<file path="src/rtl/step_clock_pkg.sv">
// Shared types and constants for the step/free-run CPU clock generator.
package step_clock_pkg;

  localparam int unsigned CNT_W = 32;
  localparam logic [3:0] STEP_MODE = 4'd0;

  typedef enum logic [1:0] {
    ST_IDLE,
    ST_HIGH,
    ST_HOLD
  } step_state_t;

  function automatic logic [CNT_W-1:0] clock_period(input logic [CNT_W-1:0] hz,
                                                    input logic [3:0] sw);
    return hz >> sw;
  endfunction

endpackage

</file>
<file path="src/rtl/step_clock_gen_debouncer.sv">
// Button synchroniser and debounce counter; emits the clean level and a
// one-cycle press pulse on its rising edge. SYNC_STAGES must be at least 2.
module button_debouncer
  import step_clock_pkg::*;
#(
  parameter int unsigned DEBOUNCE_CYCLES = 1_000_000,
  parameter int unsigned SYNC_STAGES     = 2
) (
  input  logic CLOCK,
  input  logic RESET_N,
  input  logic BUTTON,
  output logic BUTTON_CLEAN,
  output logic press_evt
);

  localparam logic [CNT_W-1:0] DB_LAST = CNT_W'(DEBOUNCE_CYCLES - 1);

  logic [SYNC_STAGES-1:0] sync_r;
  logic                   sync_q;
  logic                   clean_d;
  logic [CNT_W-1:0]       count;

  assign sync_q    = sync_r[SYNC_STAGES-1];
  assign press_evt = BUTTON_CLEAN & ~clean_d;

  always_ff @(posedge CLOCK) begin
    if (!RESET_N) begin
      sync_r       <= '0;
      count        <= '0;
      BUTTON_CLEAN <= 1'b0;
      clean_d      <= 1'b0;
    end else begin
      sync_r  <= {sync_r[SYNC_STAGES-2:0], BUTTON};
      clean_d <= BUTTON_CLEAN;
      // A bounce back to the current clean level restarts the stability window.
      if (sync_q == BUTTON_CLEAN) begin
        count <= '0;
      end else if (count == DB_LAST) begin
        BUTTON_CLEAN <= sync_q;
        count        <= '0;
      end else begin
        count <= count + CNT_W'(1);
      end
    end
  end

endmodule

</file>
<file path="src/rtl/step_clock_gen.sv">
// CPU clock source: free-running divider (CLOCK_HZ >> SWITCH) or, with
// SWITCH=0, one fixed-width SLOW_CLOCK pulse per debounced button press.
module step_clock_gen
  import step_clock_pkg::*;
#(
  parameter int unsigned CLOCK_HZ         = 100_000_000,
  parameter int unsigned DEBOUNCE_CYCLES  = 1_000_000,
  parameter int unsigned STEP_HIGH_CYCLES = 25_000_000,
  parameter int unsigned SYNC_STAGES      = 2
) (
  input  logic             CLOCK,
  input  logic             RESET_N,
  input  logic             BUTTON,
  input  logic [3:0]       SWITCH,
  output logic             SLOW_CLOCK,
  output logic [CNT_W-1:0] counter,
  output logic             STEP_BUSY,
  output logic             BUTTON_CLEAN
);

  localparam logic [CNT_W-1:0] HZ        = CNT_W'(CLOCK_HZ);
  localparam logic [CNT_W-1:0] HIGH_LAST = CNT_W'(STEP_HIGH_CYCLES - 1);

  logic             press_evt;
  logic [3:0]       mode_q;
  step_state_t      state;
  logic [CNT_W-1:0] timer;
  logic [CNT_W-1:0] par;
  logic [CNT_W-1:0] half;
  logic [CNT_W-1:0] cnt_next;

  button_debouncer #(
    .DEBOUNCE_CYCLES(DEBOUNCE_CYCLES),
    .SYNC_STAGES    (SYNC_STAGES)
  ) u_debounce (
    .CLOCK       (CLOCK),
    .RESET_N     (RESET_N),
    .BUTTON      (BUTTON),
    .BUTTON_CLEAN(BUTTON_CLEAN),
    .press_evt   (press_evt)
  );

  always_comb begin
    par      = clock_period(HZ, mode_q);
    half     = par >> 1;
    cnt_next = counter + CNT_W'(1);
    if (cnt_next >= par) cnt_next = '0;
  end

  always_ff @(posedge CLOCK) begin
    if (!RESET_N) begin
      mode_q     <= STEP_MODE;
      counter    <= '0;
      SLOW_CLOCK <= 1'b0;
      STEP_BUSY  <= 1'b0;
      state      <= ST_IDLE;
      timer      <= '0;
    end else if (SWITCH != mode_q) begin
      mode_q     <= SWITCH;
      counter    <= '0;
      SLOW_CLOCK <= 1'b0;
      STEP_BUSY  <= 1'b0;
      state      <= ST_IDLE;
      timer      <= '0;
    end else begin
      counter <= cnt_next;
      if (mode_q != STEP_MODE) begin
        // Derived from the next counter value so both change on the same edge.
        SLOW_CLOCK <= (cnt_next >= half);
      end else begin
        case (state)
          ST_IDLE: begin
            if (press_evt) begin
              state      <= ST_HIGH;
              SLOW_CLOCK <= 1'b1;
              STEP_BUSY  <= 1'b1;
              timer      <= '0;
            end
          end
          ST_HIGH: begin
            if (timer == HIGH_LAST) begin
              state      <= ST_HOLD;
              SLOW_CLOCK <= 1'b0;
            end else begin
              timer <= timer + CNT_W'(1);
            end
          end
          ST_HOLD: begin
            if (!BUTTON_CLEAN) begin
              state     <= ST_IDLE;
              STEP_BUSY <= 1'b0;
            end
          end
          default: begin
            state      <= ST_IDLE;
            SLOW_CLOCK <= 1'b0;
            STEP_BUSY  <= 1'b0;
          end
        endcase
      end
    end
  end

endmodule

</file>
<file path="config.mk">
export PLATFORM = sky130hd
export DESIGN_NAME = step_clock_gen
export DESIGN_NICKNAME = d
export VERILOG_FILES = /design/src/rtl/step_clock_pkg.sv /design/src/rtl/step_clock_gen_debouncer.sv /design/src/rtl/step_clock_gen.sv
export SDC_FILE = /design/constraint.sdc
export NUM_CORES = 1
export LEC_CHECK = 0
export CELL_PAD_IN_SITES_DETAIL_PLACEMENT = 0
export CELL_PAD_IN_SITES_GLOBAL_PLACEMENT = 1
export CORE_MARGIN = 10
export CORE_UTILIZATION = 32
export CTS_CLUSTER_SIZE = 25
export DETAILED_ROUTE_END_ITERATION = 8
export PLACE_DENSITY = 0.59
export SLEW_MARGIN = 0
export SYNTH_ARGS = -nofsm -noshare
export SYNTH_HDL_FRONTEND = slang
export SYNTH_HIERARCHICAL = 1
export SYNTH_SLANG_ARGS = --single-unit
</file>
<file path="constraint.sdc">
create_clock -name CLOCK -period 4.77 [get_ports CLOCK]
set_clock_uncertainty 0.15 [all_clocks]
set_input_delay 0.954 -clock CLOCK [delete_from_list [all_inputs] [get_ports CLOCK]]
set_output_delay 0.954 -clock CLOCK [all_outputs]
set_load 0.02 [all_outputs]
</file>
After elaboration in Yosys (flattened, before gate mapping)
Index checks and enable logic that the tools add are counted.

Bits in registers: 108. Bits in latches: 0. RAM bits: 0. ROM bits: 0. Input bits: 7. Output and inout port bits: 35. Logic and storage cells: 59. Memories kept: 0.

$add $sub $neg: 3. Multiply operators: 0. Divide/modulo/power cells: 0. $lt $le $gt $ge: 2. Eq/ne operators: 13. Shift operators: 1. Mux-type cells: 14. Bitwise gates (word level): 6. Reduce and logical (&&, ||, !) cells: 10.

Operators with widths (count): 32-bit by 1-bit adder with 32-bit output, second input constant (3); 32-bit two-way mux (3); 32-bit case mux with 2 select lines (1); 32-bit by 20-bit == test with 1-bit output, second input constant (1); 32-bit by 25-bit == test with 1-bit output, second input constant (1); 32-bit by 31-bit >= comparator with 1-bit output (1); 32-bit >= comparator (1); 27-bit by 4-bit right shift with 32-bit output, first input constant (1); 4-bit AND reduction (3); 2-bit != test, second input constant (5); 2-bit two-way mux (3); 3-bit != test, second input constant (2); 1-bit case mux with 3 select lines (2); 2-bit case mux with 3 select lines (1); 1-bit NOT (5); 1-bit two-way mux (4); 4-bit != test (1); 4-bit nonzero test (1); 3-bit AND reduction (1); 3-bit OR reduction (1); 2-bit by 1-bit == test with 1-bit output, second input constant (1); 2-bit == test, second input constant (1); 2-bit zero test (1); 2-bit AND reduction (1); other kinds (4) (4).

Depth between registers and ports, before layout
Depth after elaboration: 5. Mapped depth: 25. Depth with buffers taken out: 24.

Hierarchy
The synthesis kept the hierarchy.

By module, submodules not included: step_clock_gen (times used 1, cells an instance 615, area each 4899.7 um^2, sequential area each 1441.4 um^2); button_debouncer (times used 1, cells an instance 200, area each 1770.4 um^2, sequential area each 720.7 um^2).

Worst setup path before layout
Ideal clock, no wire load.

Kind: reg2reg. From: register counter[0]. To: register SLOW_CLOCK. Setup time: 116 ps. Arrival: 4924 ps. Data required time: 4504 ps. Path slack: -420 ps. Cell stages (with the launch flop): 26. Buffers on the path: 1. Clock period less this slack: 5190 ps. Path through: dfxtp_1 ha_1 nand3_1 nor3_1 nand2_1 nor2_1 nand2_1 xor2_1 inv_1 ha_1 nand4_1 nor4_1 o21ai_0 a211oi_1 o2111ai_1 nand2_1 buf_2 nor2_1 ha_1 a21oi_1 o21ai_0 a2111oi_0 o21ai_0 a211oi_1 nand2_1 o211a_1.

Longest elaborated chain between the ends: 5.

RTL lines: start: declaration (RTL line step_clock_gen.sv:16) `output logic [CNT_W-1:0] counter,`; start signal: assignment (RTL line step_clock_gen.sv:66) `counter <= cnt_next;`; 32-bit by 1-bit adder with 32-bit output * (RTL line step_clock_gen.sv:46) `cnt_next = counter + CNT_W'(1);`; 32-bit >= comparator (RTL line step_clock_gen.sv:47) `if (cnt_next >= par) cnt_next = '0;`; 32-bit two-way mux * (RTL line step_clock_gen.sv:47); via cnt_next[5] (RTL line step_clock_gen.sv:30) `logic [CNT_W-1:0] cnt_next;`; 32-bit by 31-bit >= comparator with 1-bit output * (RTL line step_clock_gen.sv:69) `SLOW_CLOCK <= (cnt_next >= half);`; 1-bit two-way mux * (RTL line step_clock_gen.sv:67) `if (mode_q != STEP_MODE) begin`; end signal: assignment (RTL line step_clock_gen.sv:69); end: declaration (RTL line step_clock_gen.sv:15) `output logic SLOW_CLOCK,`.

Mark *: on every way through the listed nets, which the timed path passes. The rest lies on a longest branch. A chain may end at the register's enable or synchronous reset.

Final worst setup path
From: register counter[4]. To: register SLOW_CLOCK.

Same word-level chain as after synthesis.

==> flow_summary.rst <==
.. list-table::
   :header-rows: 1

   * - Metric
     - Value
   * - Result of the run
     - finished with violations
   * - Violations in the final reports
     - negative setup slack
   * - Routability-driven placement congestion ratio
     - 0.846
   * - Synth cell types
     - 64
   * - Ratio of cells with drive above 1 in the final layout
     - 22.4%
   * - Antenna Nets Post-Route
     - 0
   * - Number of buffers created by CTS
     - 9
   * - Mean post-synth cell area
     - 8.18 µm²
   * - Xor/xnor cell area share of the yosys netlist
     - 10.1%
   * - Crit path time final
     - 4770 ps
   * - Number of buffers between clock root and the deepest sink
     - 2
   * - CTS H-tree depth
     - 3
   * - Setup Crit Path Kind
     - reg -> reg
   * - Design area
     - 8870 µm²
   * - Synthesis-stage register bit count
     - 108
   * - Average via count per standard cell
     - 4.99
   * - Share of synthesized cell area in and, or, nand and nor gates
     - 30.7%
   * - Worst EP required
     - 4930 ps
   * - Sw Pwr
     - 0.469 mW
   * - Highest fanout seen on the critical path
     - 7
   * - Share of synthesized area occupied by flip-flops and latches
     - 32.4%
   * - First DRT Iteration DRCs
     - 322
   * - Share of synthesized cell area in full adder, half adder and majority cells
     - 10.5%
   * - Placed cell area
     - 8050 µm²
   * - Yosys warns
     - 6
   * - Hold Path Depth
     - 1
   * - Most used DFF post-synth
     - sky130_fd_sc_hd__dfxtp_1
   * - Via count of the first global-routing pass
     - 6103
   * - Setup repair after global routing missed its margin
     - true
   * - Hold path start
     - u_debounce/sync_r[0]
   * - Rows
     - 52
   * - HPWL reported at the end of detailed placement
     - 14100 µm
   * - Fill cells
     - 2004
   * - Core area
     - 20400 µm²
   * - Effective utilization at floorplan
     - 32.8%
   * - Clk Latency, worst-skew pair
     - 360 ps
   * - Total global routing track utilization
     - 13.9%
   * - Die Wd
     - 164 µm
   * - Source of the critical timing path
     - counter[4]
   * - Number of hold-repair buffers added at the cts stage
     - 0
   * - Vertical die dimension
     - 164 µm
   * - Nets
     - 1015
   * - Critical path data arrival time
     - 4930 ps
   * - Slew at the pin closest to its max-slew limit
     - 754 ps
   * - Critical Path Sink Type
     - flop
   * - Number of failing setup endpoints in the final timing report
     - 1
   * - Post-layout utilization of the core
     - 43.6%
   * - Via count
     - 6127
   * - Number of maximum-capacitance violations
     - 0
   * - PD cells
     - 218 nW/µm²
   * - Library cell used as clock root buffer
     - sky130_fd_sc_hd__clkbuf_16
   * - Final count of pins violating max slew
     - 0
   * - Combinational family with the most area after synthesis
     - simple AND/OR/NAND/NOR gates
   * - Critical R2R Launch
     - counter[4]
   * - CTS Sinks
     - 108
   * - Synthesis-to-layout area growth
     - 33.1%
   * - Comb power frac
     - 8.5%
   * - Share of the synthesized area in the top cell type
     - 32.4%
   * - Total DRC errors in the routed layout
     - 0
   * - Number of enable flip-flop cells after synthesis
     - 0
   * - Synth Instances
     - 815
   * - Number of top-level pins
     - 42
   * - Worst vdd ir
     - 0.000200 V
   * - Slack of the critical path
     - -2.69 ps
   * - Share of the clock period used by the worst path after layout
     - 100%
   * - Clock tree from TritonCTS
     - yes
   * - Area fraction in compound gates after synthesis
     - 11.1%
   * - Number of antenna cells inserted
     - 0
   * - Lkg Pwr
     - 3.50 nW
   * - Cell area after synthesis
     - 6670 µm²
   * - Number of antenna violations at the first check in global routing
     - 0
   * - Largest net degree at the start of global routing
     - 28
   * - Internal portion of total power
     - 1.47 mW
   * - Relative slew slack
     - 49.4%
   * - Sequential power share
     - 47.2%
   * - Global-route wire length before repair
     - 30800 µm
   * - Total iterations of the first detailed-routing run
     - 6
   * - Final wirelength
     - 18700 µm
   * - Global route total overflow
     - 0
   * - Worst hold path class
     - reg -> reg
   * - Most area-hungry cell type in the Yosys netlist
     - sky130_fd_sc_hd__dfxtp_1
   * - Highest achievable clock rate
     - 0.210 GHz
   * - Sw frac
     - 24.2%
   * - Worst-case reg-to-reg path depth
     - 26
   * - Per-cell routed wire length
     - 15.2 µm
   * - Startpoint Class
     - flop
   * - Full die area
     - 27000 µm²
   * - Count of endpoints failing hold in the final timing report
     - 0
   * - Clock group share of total power
     - 44.3%
   * - Total of buffers placed on input and output ports
     - 41
   * - CTS clock-pin slew for the worst setup and hold paths
     - 80 ps
   * - Portion of netlist area occupied by mux cells
     - 0.788%
   * - Ranking of synthesized cells by area
     - sky130_fd_sc_hd__dfxtp_1, sky130_fd_sc_hd__ha_1, sky130_fd_sc_hd__nor2_1
   * - FFs w/ async S/R, synth
     - 0%
## worst max-delay path, stage by stage (launching register included)
cell	delay, ps
sky130_fd_sc_hd__dfxtp_2	340
sky130_fd_sc_hd__nand4_1	110
sky130_fd_sc_hd__buf_6	160
sky130_fd_sc_hd__nor3_4	260
sky130_fd_sc_hd__nand2_2	120
sky130_fd_sc_hd__nor2_4	130
sky130_fd_sc_hd__and2_4	180
sky130_fd_sc_hd__xnor2_4	130
sky130_fd_sc_hd__inv_2	70
sky130_fd_sc_hd__ha_4	260
sky130_fd_sc_hd__nand4_1	120
sky130_fd_sc_hd__nor4_2	340
sky130_fd_sc_hd__o21ai_1	140
sky130_fd_sc_hd__a211oi_2	190
sky130_fd_sc_hd__o2111ai_2	140
sky130_fd_sc_hd__nand2_2	170
sky130_fd_sc_hd__buf_12	130
sky130_fd_sc_hd__buf_16	110
sky130_fd_sc_hd__buf_4	100
sky130_fd_sc_hd__nor2_1	30
sky130_fd_sc_hd__ha_1	300
sky130_fd_sc_hd__nand2_1	70
sky130_fd_sc_hd__or4_4	450
sky130_fd_sc_hd__o2bb2ai_1	220
sky130_fd_sc_hd__o31ai_2	90
sky130_fd_sc_hd__nand2_1	60
sky130_fd_sc_hd__o211a_1	140
## power by group through the flow
stage          clock, mW  combinational [mW]  sequential (mW)
2_1_floorplan          0              0.0885            0.934
5_1_grt            0.923               0.184            0.914
6_report           0.858               0.164            0.913
4_1_cts            0.890               0.158            0.913
3_3_place_gp           0               0.146            0.935
3_5_place_dp           0               0.148            0.935
## repair_timing
| item | 4_1_cts | 5_1_grt |
|---|---|---|
| resized for setup | 42 | 27 |
| endpoints found under the setup margin | 1 | 1 |
| pin swaps | 29 | 34 |
| gates cloned | 1 | 0 |
| hold endpoints to repair | 0 | 0 |
| setup buffers | 12 | 2 |
## worst paths after layout
kind / endpoint / slack [ps]
worst max-delay path: SLOW_CLOCK / -3
worst min-delay path: u_debounce/sync_r[1] / 290
worst max register to register: SLOW_CLOCK / -3
worst min register to register: u_debounce/sync_r[1] / 290
## metal layers
metal  GRT usage (%)  part of all wire (%)
met4            3.82                   1.1
met5               0                     0
met1            18.5                    49
met3            2.39                   2.9
met2            22.9                    47
## Yosys cell counts (3+ instances only)
master	n
sky130_fd_sc_hd__or3_1	9
sky130_fd_sc_hd__and2_1	14
sky130_fd_sc_hd__and4_1	6
sky130_fd_sc_hd__dfxtp_1	108
sky130_fd_sc_hd__nor3_1	15
sky130_fd_sc_hd__a21oi_1	36
sky130_fd_sc_hd__clkbuf_1	16
sky130_fd_sc_hd__nor4_1	13
sky130_fd_sc_hd__o21ai_0	21
sky130_fd_sc_hd__nand3_1	43
sky130_fd_sc_hd__nor4_4	4
sky130_fd_sc_hd__o31ai_1	14
sky130_fd_sc_hd__ha_1	56
sky130_fd_sc_hd__buf_4	3
sky130_fd_sc_hd__xor2_1	45
sky130_fd_sc_hd__mux2i_1	3
sky130_fd_sc_hd__nor2_1	125
sky130_fd_sc_hd__inv_1	39
sky130_fd_sc_hd__nand4_1	27
sky130_fd_sc_hd__or4_1	19
sky130_fd_sc_hd__nor2b_1	7
sky130_fd_sc_hd__nand2b_1	10
sky130_fd_sc_hd__and3_1	15
sky130_fd_sc_hd__a22oi_1	4
sky130_fd_sc_hd__buf_2	6
sky130_fd_sc_hd__a21o_1	8
sky130_fd_sc_hd__or2_2	5
sky130_fd_sc_hd__xnor2_1	32
sky130_fd_sc_hd__nand2_1	61
sky130_fd_sc_hd__a211oi_1	7
## cell usage in the layout (no fill, tap or decap), types with 11 or more instances in the layout
| cell | netlist | final |
|---|---|---|
| sky130_fd_sc_hd__nor2_1 | 125 | 118 |
| sky130_fd_sc_hd__buf_4 | 3 | 103 |
| sky130_fd_sc_hd__dfxtp_1 | 108 | 97 |
| sky130_fd_sc_hd__nand2_1 | 61 | 58 |
| sky130_fd_sc_hd__ha_1 | 56 | 47 |
| sky130_fd_sc_hd__nand3_1 | 43 | 41 |
| sky130_fd_sc_hd__clkdlybuf4s50_1 | 0 | 41 |
| sky130_fd_sc_hd__xor2_1 | 45 | 39 |
| sky130_fd_sc_hd__inv_1 | 39 | 38 |
| sky130_fd_sc_hd__a21oi_1 | 36 | 32 |
| sky130_fd_sc_hd__xnor2_1 | 32 | 31 |
| sky130_fd_sc_hd__nand4_1 | 27 | 27 |
| sky130_fd_sc_hd__or4_1 | 19 | 18 |
| sky130_fd_sc_hd__o21ai_0 | 21 | 16 |
| sky130_fd_sc_hd__and3_1 | 15 | 15 |
| sky130_fd_sc_hd__nor3_1 | 15 | 13 |
| sky130_fd_sc_hd__o31ai_1 | 14 | 13 |
| sky130_fd_sc_hd__and2_1 | 14 | 12 |
| sky130_fd_sc_hd__nor4_1 | 13 | 11 |
## cell families after synthesis
group           after synthesis
fa+ha+maj                    56
buf+inv                      68
mux                           5
other cells                   1
simple gates                388
compound gates              112
flops                       108
xor+xnor                     77
## layout make-up
class	instances	area, µm²	share of cell area [%]
Clock inverter	6	105	1.18
Clock buffer	10	239	2.69
Inverter	39	146	1.65
Timing Repair Buffer	151	1290	14.5
Sequential cell	108	2180	24.6
Tap cell	270	338	3.81
Multi-Input combinational cell	643	4570	51.5
## metrics by stage
step	hold WS (ps)	TNS, ps	setup slack (ps)	power (mW)	std cells
after global routing	319	-273	-273	2.02	1227
after floorplan	262	0	4.89	1.02	819
after detailed placement	278	-618	-618	1.08	1198
after global placement	277	-524	-524	1.08	1198
final	290	-2.69	-2.69	1.94	1227
after CTS	296	-55.7	-55.7	1.96	1226
## registers in the layout (all words and copies together), names as in the netlist
register / cells
u_debounce/count: 32
u_debounce/sync_r: 2
SLOW_CLOCK: 1
timer: 32
counter: 32
u_debounce/BUTTON_CLEAN: 1
STEP_BUSY: 1
u_debounce/clean_d: 1
state: 2
mode_q: 4
(Power assumes the default switching activity.)
